`config.mk`:
```
export PLATFORM = sky130hd
export DESIGN_NAME = mem_access_stage_flat
export DESIGN_NICKNAME = d
export VERILOG_FILES = /design/src/rtl/mem_access_stage_pkg.sv /design/src/rtl/mem_access_stage_if.sv /design/src/rtl/mem_timeout_ctr.sv /design/src/rtl/mem_access_stage.sv /design/src/flat_wrapper.sv
export SDC_FILE = /design/constraint.sdc
export NUM_CORES = 1
export LEC_CHECK = 0
export ABC_AREA = 1
export CORE_UTILIZATION = 30
export DETAILED_ROUTE_END_ITERATION = 7
export PLACE_DENSITY_LB_ADDON = 0.2
export SLEW_MARGIN = 20
export SYNTH_ARGS = -nofsm -noshare
export SYNTH_HDL_FRONTEND = slang
export SYNTH_SLANG_ARGS = --single-unit
```
`constraint.sdc`:
```
create_clock -name clk_i -period 1.8 [get_ports clk_i]
set_input_delay 0.27 -clock clk_i [delete_from_list [all_inputs] [get_ports clk_i]]
set_output_delay 0.27 -clock clk_i [all_outputs]
set_load 0.01 [all_outputs]
```
`src/rtl/mem_access_stage_pkg.sv`:
```
// rtl/mem_access_stage_pkg.sv - shared pipeline types and width defaults for the MEM stage
package mem_access_stage_pkg;

    localparam int DATA_W_DEF = 32;
    localparam int REG_AW_DEF = 5;

    typedef enum logic {
        IDLE = 1'b0,
        BUSY = 1'b1
    } state_t;

    typedef struct packed {
        logic memRead;
        logic memWrite;
        logic memToReg;
        logic regWrite;
    } mem_ctrl_t;

endpackage

```
`src/rtl/mem_access_stage_if.sv`:
```
// rtl/mem_access_stage_if.sv - data-memory req/ack bus; master = MEM stage, slave = memory
interface mem_access_stage_if
    import mem_access_stage_pkg::*;
#(
    parameter int DATA_W = DATA_W_DEF
) ();

    logic              dmem_req_o;
    logic              dmem_we_o;
    logic [DATA_W-1:0] dmem_addr_o;
    logic [DATA_W-1:0] dmem_wdata_o;
    logic              dmem_ack_i;
    logic [DATA_W-1:0] dmem_rdata_i;

    modport master (
        output dmem_req_o,
        output dmem_we_o,
        output dmem_addr_o,
        output dmem_wdata_o,
        input  dmem_ack_i,
        input  dmem_rdata_i
    );

    modport slave (
        input  dmem_req_o,
        input  dmem_we_o,
        input  dmem_addr_o,
        input  dmem_wdata_o,
        output dmem_ack_i,
        output dmem_rdata_i
    );

endinterface

```
`src/rtl/mem_timeout_ctr.sv`:
```
// rtl/mem_timeout_ctr.sv - BUSY-cycle counter with clear/enable and expire on the last allowed cycle
module mem_timeout_ctr #(
    parameter int TIMEOUT_CYC = 16
) (
    input  logic clk,
    input  logic rst_n,
    input  logic clr,
    input  logic en,
    output logic expire
);

    localparam int              CW   = $clog2(TIMEOUT_CYC + 1);
    localparam logic [CW-1:0]   LAST = CW'(TIMEOUT_CYC - 1);

    logic [CW-1:0] cnt;

    always_ff @(posedge clk or negedge rst_n) begin
        if (!rst_n) begin
            cnt <= '0;
        end else if (clr) begin
            cnt <= '0;
        end else if (en) begin
            cnt <= cnt + 1'b1;
        end
    end

    // Expire only while counting so an idle counter sitting at LAST
    // (TIMEOUT_CYC == 1) never fires outside BUSY.
    assign expire = en & (cnt == LAST);

endmodule

```
`src/rtl/mem_access_stage.sv`:
```
// rtl/mem_access_stage.sv - MEM stage FSM and MEM/WB register; MEM_ALIGN_CHK_EN rejects misaligned accesses
module mem_access_stage
    import mem_access_stage_pkg::*;
#(
    parameter int DATA_W      = DATA_W_DEF,
    parameter int REG_AW      = REG_AW_DEF,
    parameter int TIMEOUT_CYC = 16
) (
    input  logic                clk_i,
    input  logic                rst_n_i,
    input  logic                memRead_i,
    input  logic                memWrite_i,
    input  logic                memToReg_i,
    input  logic                regWrite_i,
    input  logic [DATA_W-1:0]   aluResult_i,
    input  logic [DATA_W-1:0]   rtData_i,
    input  logic [REG_AW-1:0]   wbAddr_i,
    mem_access_stage_if.master  dmem,
    output logic                stall_o,
    output logic                err_o,
    output logic                regWrite_o,
    output logic [REG_AW-1:0]   wbAddr_o,
    output logic [DATA_W-1:0]   wbData_o
);

    state_t             state;
    mem_ctrl_t          in_ctrl;
    logic               cap_mem_to_reg;
    logic               cap_reg_write;
    logic [REG_AW-1:0]  cap_wb_addr;

    logic busy;
    logic access;
    logic misaligned;
    logic issue;
    logic align_err;
    logic ack;
    logic expire;
    logic ctr_clr;

    assign in_ctrl = '{memRead:  memRead_i,
                       memWrite: memWrite_i,
                       memToReg: memToReg_i,
                       regWrite: regWrite_i};

    assign busy   = (state == BUSY);
    assign access = in_ctrl.memRead | in_ctrl.memWrite;

`ifdef MEM_ALIGN_CHK_EN
    assign misaligned = |aluResult_i[1:0];
`else
    assign misaligned = 1'b0;
`endif

    assign issue     = ~busy & access & ~misaligned;
    assign align_err = ~busy & access & misaligned;
    // Ack is only meaningful in BUSY; a stray pulse in IDLE is dropped here.
    assign ack       = busy & dmem.dmem_ack_i;
    // Ack takes priority over timeout, so expire only matters without ack.
    assign stall_o   = issue | (busy & ~ack & ~expire);
    assign ctr_clr   = ~busy | ack | expire;

    mem_timeout_ctr #(
        .TIMEOUT_CYC (TIMEOUT_CYC)
    ) u_timeout (
        .clk    (clk_i),
        .rst_n  (rst_n_i),
        .clr    (ctr_clr),
        .en     (busy),
        .expire (expire)
    );

    always_ff @(posedge clk_i or negedge rst_n_i) begin
        if (!rst_n_i) begin
            state             <= IDLE;
            dmem.dmem_req_o   <= 1'b0;
            dmem.dmem_we_o    <= 1'b0;
            dmem.dmem_addr_o  <= '0;
            dmem.dmem_wdata_o <= '0;
            cap_mem_to_reg    <= 1'b0;
            cap_reg_write     <= 1'b0;
            cap_wb_addr       <= '0;
            err_o             <= 1'b0;
            regWrite_o        <= 1'b0;
            wbAddr_o          <= '0;
            wbData_o          <= '0;
        end else begin
            // Bubble unless a branch below writes a real result.
            err_o      <= 1'b0;
            regWrite_o <= 1'b0;
            wbAddr_o   <= '0;
            wbData_o   <= '0;
            case (state)
                IDLE: begin
                    if (issue) begin
                        state             <= BUSY;
                        dmem.dmem_req_o   <= 1'b1;
                        dmem.dmem_we_o    <= in_ctrl.memWrite;
                        dmem.dmem_addr_o  <= aluResult_i;
                        dmem.dmem_wdata_o <= rtData_i;
                        cap_mem_to_reg    <= in_ctrl.memToReg;
                        cap_reg_write     <= in_ctrl.regWrite;
                        cap_wb_addr       <= wbAddr_i;
                    end else if (align_err) begin
                        err_o <= 1'b1;
                    end else begin
                        regWrite_o <= in_ctrl.regWrite;
                        wbAddr_o   <= wbAddr_i;
                        wbData_o   <= aluResult_i;
                    end
                end
                BUSY: begin
                    if (ack) begin
                        state           <= IDLE;
                        dmem.dmem_req_o <= 1'b0;
                        regWrite_o      <= cap_reg_write;
                        wbAddr_o        <= cap_wb_addr;
                        wbData_o        <= cap_mem_to_reg ? dmem.dmem_rdata_i : dmem.dmem_addr_o;
                    end else if (expire) begin
                        state           <= IDLE;
                        dmem.dmem_req_o <= 1'b0;
                        err_o           <= 1'b1;
                    end
                end
                default: state <= IDLE;
            endcase
        end
    end

endmodule
```
`src/flat_wrapper.sv`:
```
// flat-port wrapper written by rule: the top's interface ports become plain ports
module mem_access_stage_flat import mem_access_stage_pkg::*;
#(
    parameter int DATA_W      = DATA_W_DEF,
    parameter int REG_AW      = REG_AW_DEF,
    parameter int TIMEOUT_CYC = 16
)
  (clk_i, rst_n_i, memRead_i, memWrite_i, memToReg_i, regWrite_i, aluResult_i, rtData_i, wbAddr_i, stall_o, err_o, regWrite_o, wbAddr_o, wbData_o, dmem_dmem_req_o, dmem_dmem_we_o, dmem_dmem_addr_o, dmem_dmem_wdata_o, dmem_dmem_ack_i, dmem_dmem_rdata_i);
  mem_access_stage_if #(.DATA_W(DATA_W)) dmem_i ();
  input  logic clk_i;
  input  logic rst_n_i;
  input  logic memRead_i;
  input  logic memWrite_i;
  input  logic memToReg_i;
  input  logic regWrite_i;
  input  logic [DATA_W-1:0] aluResult_i;
  input  logic [DATA_W-1:0] rtData_i;
  input  logic [REG_AW-1:0] wbAddr_i;
  output logic stall_o;
  output logic err_o;
  output logic regWrite_o;
  output logic [REG_AW-1:0] wbAddr_o;
  output logic [DATA_W-1:0] wbData_o;
  output wire logic [$bits(dmem_i.dmem_req_o)-1:0] dmem_dmem_req_o;
  output wire logic [$bits(dmem_i.dmem_we_o)-1:0] dmem_dmem_we_o;
  output wire logic [$bits(dmem_i.dmem_addr_o)-1:0] dmem_dmem_addr_o;
  output wire logic [$bits(dmem_i.dmem_wdata_o)-1:0] dmem_dmem_wdata_o;
  input wire logic [$bits(dmem_i.dmem_ack_i)-1:0] dmem_dmem_ack_i;
  input wire logic [$bits(dmem_i.dmem_rdata_i)-1:0] dmem_dmem_rdata_i;
  assign dmem_dmem_req_o = dmem_i.dmem_req_o;
  assign dmem_dmem_we_o = dmem_i.dmem_we_o;
  assign dmem_dmem_addr_o = dmem_i.dmem_addr_o;
  assign dmem_dmem_wdata_o = dmem_i.dmem_wdata_o;
  assign dmem_i.dmem_ack_i = dmem_dmem_ack_i;
  assign dmem_i.dmem_rdata_i = dmem_dmem_rdata_i;
  mem_access_stage #(.DATA_W(DATA_W), .REG_AW(REG_AW), .TIMEOUT_CYC(TIMEOUT_CYC)) u_core (.clk_i(clk_i), .rst_n_i(rst_n_i), .memRead_i(memRead_i), .memWrite_i(memWrite_i), .memToReg_i(memToReg_i), .regWrite_i(regWrite_i), .aluResult_i(aluResult_i), .rtData_i(rtData_i), .wbAddr_i(wbAddr_i), .dmem(dmem_i), .stall_o(stall_o), .err_o(err_o), .regWrite_o(regWrite_o), .wbAddr_o(wbAddr_o), .wbData_o(wbData_o));
endmodule
```
## After elaboration in Yosys (flattened, before gate mapping)

Index checks and enable logic that the tools add are counted.

| operators by class | value |
|---|---|
| equal/unequal tests | 3 |
| add/subtract/negate cells | 1 |
| muxes and demuxes | 23 |
| reduce and logical (&&, ||, !) cells | 3 |
| bitwise logic cells | 12 |

Operators with widths:

| cell | number |
|---|---|
| 32-bit two-way mux | 3 |
| 32-bit one-hot mux with 2 select lines | 1 |
| 5-bit two-way mux | 4 |
| 1-bit two-way mux | 10 |
| 5-bit one-hot mux with 2 select lines | 1 |
| 1-bit one-hot mux with 2 select lines | 4 |
| 5-bit by 1-bit adder with 5-bit output (second input constant) | 1 |
| 1-bit bitwise AND | 5 |
| 5-bit by 4-bit == test with 1-bit output (second input constant) | 1 |
| 1-bit OR | 4 |
| 2-bit AND reduction | 2 |
| 3-bit inequality test (second input constant) | 1 |
| 1-bit inverter | 3 |
| 2-bit by 1-bit inequality test with 1-bit output (second input constant) | 1 |
| 2-bit nonzero test | 1 |

| word-level totals | value |
|---|---|
| bits of input ports | 108 |
| word-level logic and storage cells | 55 |
| flip-flop bits (word level) | 118 |
| output and inout bits | 106 |

## Logic depth before layout (Yosys ltp)

| logic depth | value |
|---|---|
| word-level depth | 5 |
| depth in mapped cells | 7 |
| mapped depth without buffers | 7 |

## By module

Synthesis repeated with hierarchy kept, for this count alone.

| second synthesis, totals | value |
|---|---|
| cell total of the unflattened synthesis | 621 |
| area, all modules | 5,068.6 µm² |

By module, submodules not included:

| module | times used | sequential area each (µm²) | area each (µm²) | cells each |
|---|---|---|---|---|
| mem_access_stage | 1 | 2,827.7 | 4,770.8 | 588 |
| mem_timeout_ctr | 1 | 125.1 | 297.8 | 33 |

## Least setup slack after synthesis

No wires, ideal clock.

| path | value |
|---|---|
| path type | register to output |
| start point | register u_core.u_timeout.cnt[0] |
| end point | output port stall_o |
| arrival | 1.224 ns |
| path buffers | 0 |
| required time | 1.530 ns |
| cell stages (with the launch flop) | 8 |
| setup slack | 0.306 ns |
| cell sequence | dfrtp_1 ha_1 nand2_1 nor2_1 ha_1 nand2_1 nand2_1 nand2_1 |

| on the way | value |
|---|---|
| word-level cells in the longest chain between the ends | 5 |

RTL lines:

| item | RTL line | source |
|---|---|---|
| start: declaration | mem_timeout_ctr.sv:15 | `logic [CW-1:0] cnt;` |
| start signal: assignment | mem_timeout_ctr.sv:23 | `cnt <= cnt + 1'b1;` |
| 5-bit by 4-bit == test with 1-bit output | mem_timeout_ctr.sv:29 | `assign expire = en & (cnt == LAST);` |
| 1-bit bitwise AND | mem_timeout_ctr.sv:29 |  |
| 1-bit inverter | mem_access_stage.sv:60 | `assign stall_o = issue \| (busy & ~ack & ~expire);` |
| 1-bit bitwise AND | mem_access_stage.sv:60 |  |
| 1-bit OR | mem_access_stage.sv:60 |  |
| end: declaration | flat_wrapper.sv:19 | `output logic stall_o;` |

Every way passes these cells.

## Final worst setup path

Ends and elaborated chain as after synthesis.

==> flow_metrics.env <==
export IMPL_timing_fmax_ghz=0.530
export IMPL_cp_slowest_stage_delay_ns=0.38
export IMPL_cp_start_kind="flip-flop"
export IMPL_drtIter0Drc=281
export IMPL_synth_area_um2=4930
export IMPL_finalNonFillerCells=1055
export IMPL_cp_depth=8
export IMPL_fin_crit_sh=1.05
export IMPL_setup_viol=1
export IMPL_dr_total_vias=4661
export IMPL_drv_cap=0
export IMPL_p_per_area_nw_per_um2=1380
export IMPL_hold_viol_final=0
export IMPL_overflow=0
export IMPL_hold_ws_ns=0.258
export IMPL_ant_nets=0
export IMPL_worstSkewPairLatency_ns=0.40
export IMPL_postLayoutSetupSlackWorst_ns=-0.0865
export IMPL_ys_ff_latch=118
export IMPL_critPathSlowestCell="dfrtp_1"
export IMPL_drc=0
export IMPL_wl_um=14800
export IMPL_cts_htree_levels=4
export IMPL_placedCellCount=1018
export IMPL_clk_pin_slew_worst_paths_ns=0.05
export IMPL_outcome="finished with violations"
export IMPL_r2r_cells=10
export IMPL_io_pins=214
export IMPL_crit_required_ns=1.53
export IMPL_slew_viol_final=0
export IMPL_grt_first_pass_wirelength_um=23500
export IMPL_die_w_um=130
export IMPL_crit_fanout=2
export IMPL_core_um2=15900
export IMPL_end_kind="output pin"
export IMPL_max_slew_margin_rel=0.775
export IMPL_cts_sinks=118
export IMPL_critical_path_arrival_ns=1.62
export IMPL_netlist_instances=602
export IMPL_syn_avg_cell_area_um2=8.19
export IMPL_cts_tree="done"
export IMPL_port_buffers=213
export IMPL_dieArea_um2=17000
export IMPL_drive_gt1_frac=0.0775
export IMPL_tightest_slew_ns=0.337
export IMPL_wl_per_cell_um=14.1
export IMPL_area_growth_pct=64.3
export IMPL_cp_common_cell="nand2_1"
export IMPL_place_hpwl_um=10200
export IMPL_firstDrtPassIters=4
export IMPL_syn_num_nets=712
export IMPL_synth_distinct_cells=17
export IMPL_grt_pass1_vias=4664
export IMPL_violations="setup timing"
export IMPL_grt_usage=0.184
export IMPL_start_util=0.309
export IMPL_vias_per_cell=4.42
export IMPL_final_core_utilization=0.508
export IMPL_synth_warnings=0
export IMPL_path_cells="ha_2 -> nand2_2 -> nor2_2 -> ha_1 -> nand2_1 -> nand2_1 -> nand2_1 -> buf_2"
export IMPL_hp_class="in2async"
export IMPL_rsz0062_at_grt="true"
export IMPL_fp_row_count=46
export IMPL_power_leakage_nw=3.90
export IMPL_pre_cts_ws_ns=-0.113
export IMPL_reg_top3="u_core.dmem.dmem_addr_o x32, u_core.dmem.dmem_wdata_o x32, u_core.wbData_o x32"
export IMPL_antenna_found_initial=0
export IMPL_die_h_um=130
export IMPL_grt_max_degree=51
export IMPL_gp_congestion=0.788
export IMPL_final_nets=937
export IMPL_cp_buffers_inverters=1
export IMPL_setup_tns_ns=-0.0865
export IMPL_worstSetupPathType="reg2out"
export IMPL_crit_family="flip-flops"
export IMPL_fillers=1498
export IMPL_n_antenna_cell=0
export IMPL_ir_worst_vdd_mv=0.627
export IMPL_clock_path_buffers=2
export IMPL_cts_root_buf="clkbuf_16"
export IMPL_synth_seq_area_share=0.599
export IMPL_reg2reg_slack_ns=0.19
export IMPL_skew_ns=0.00389
export IMPL_cts_buffers=17
export IMPL_period_needed_ns=1.89
timing repair:
action,in CTS,in global routing
gates resized for setup,7,3
endpoints found under the hold margin,95,0
cloned,0,0
setup buffers,6,1
setup endpoints to repair,1,7
pin swaps,3,1
hold buffers,1,0
per-stage QoR:
step	cell area [um2]	power, mW
global placement	7430	7.66
floorplan	4930	5.46
global route	8100	11.9
finish	8100	11.2
CTS	8100	11.3
detailed placement	7430	7.75
layout by cell type, fill, tap and decap left out:
master	n
dlygate4sd3_1	1
dfrtp_1	117
clkinv_4	1
clkbuf_8	4
inv_1	44
o21ai_0	23
buf_2	1
o21ai_4	1
clkbuf_16	17
clkdlybuf4s50_1	211
clkinv_2	3
nand2_2	1
nand3_1	33
nor3_2	1
clkbuf_1	2
nand4_1	1
buf_12	7
inv_2	1
nor2_1	37
nor2_2	1
nand2_1	281
nor2_4	3
o21ai_1	23
dfrtp_2	1
clkinvlp_4	1
buf_4	18
ha_2	1
bufinv_16	3
ha_1	1
final cells by class:
class	count	area [um2]	area share
Inverter	45	169	0.0209
Tap cell	216	270	0.0334
Multi-Input combinational cell	407	1700	0.209
Clock inverter	8	121	0.0150
Clock buffer	23	488	0.0602
Sequential cell	118	2950	0.365
Timing Repair Buffer	238	2400	0.297
layer usage:
layer / part of all wire / track usage
met2: 0.46 / 0.298
met4: 0.010 / 0.0657
met5: 0 / 0
met3: 0.094 / 0.0615
met1: 0.43 / 0.228
cell families (layout without fill, tap and decap cells):
group	count (synthesis)	in the layout	synth area share
compound gates	47	47	0.0485
flops	118	118	0.599
simple gates	358	358	0.282
fa+ha+maj	2	2	0.00507
buf+inv	77	314	0.0655
Yosys cell counts:
master,instances,area share
ha_1,2,0.0051
nor3_1,1,0.0010
nor2_1,40,0.030
buf_2,9,0.0091
buf_4,6,0.0091
nand3_1,33,0.033
o21ai_1,23,0.023
buf_1,3,0.0023
dfrtp_1,118,0.60
o21ai_2,1,0.0018
nor2_2,1,0.0013
inv_2,1,0.00076
nand4_1,1,0.0013
inv_1,44,0.033
nand2_1,282,0.21
clkbuf_1,14,0.011
o21ai_0,23,0.023
report_power, final:
| part | switching, mW | internal, mW | total [mW] |
|---|---|---|---|
| registers | 0.509 | 3.42 | 3.93 |
| clock network | 1.15 | 2.31 | 3.46 |
| logic | 1.78 | 1.98 | 3.76 |
path summary, 6_finish.rpt:
kind	to	from
min	u_core.wbData_o[3]$_DFF_PN0_	rst_n_i
max reg2reg	u_core.u_timeout.cnt[2]$_DFFE_PN0P_	u_core.u_timeout.cnt[0]$_DFFE_PN0P_
min reg2reg	u_core.dmem.dmem_we_o$_DFFE_PN0P_	u_core.dmem.dmem_we_o$_DFFE_PN0P_
min in group clk_i	u_core.dmem.dmem_wdata_o[20]$_DFFE_PN0P_	rtData_i[20]
max in group asynchronous	u_core.dmem.dmem_wdata_o[22]$_DFFE_PN0P_	rst_n_i
max	stall_o	u_core.u_timeout.cnt[0]$_DFFE_PN0P_
worst register-to-register path, cell delays in order (launching register included):
cell and delay, ns:
dfrtp_1 0.38, ha_2 0.19, nand2_2 0.08, nor2_2 0.04, ha_1 0.19, nand2_1 0.08, nand2_1 0.07, buf_4 0.13
buf_4 0.12, buf_4 0.15, nor3_2 0.11
(Power assumes the default switching activity.)
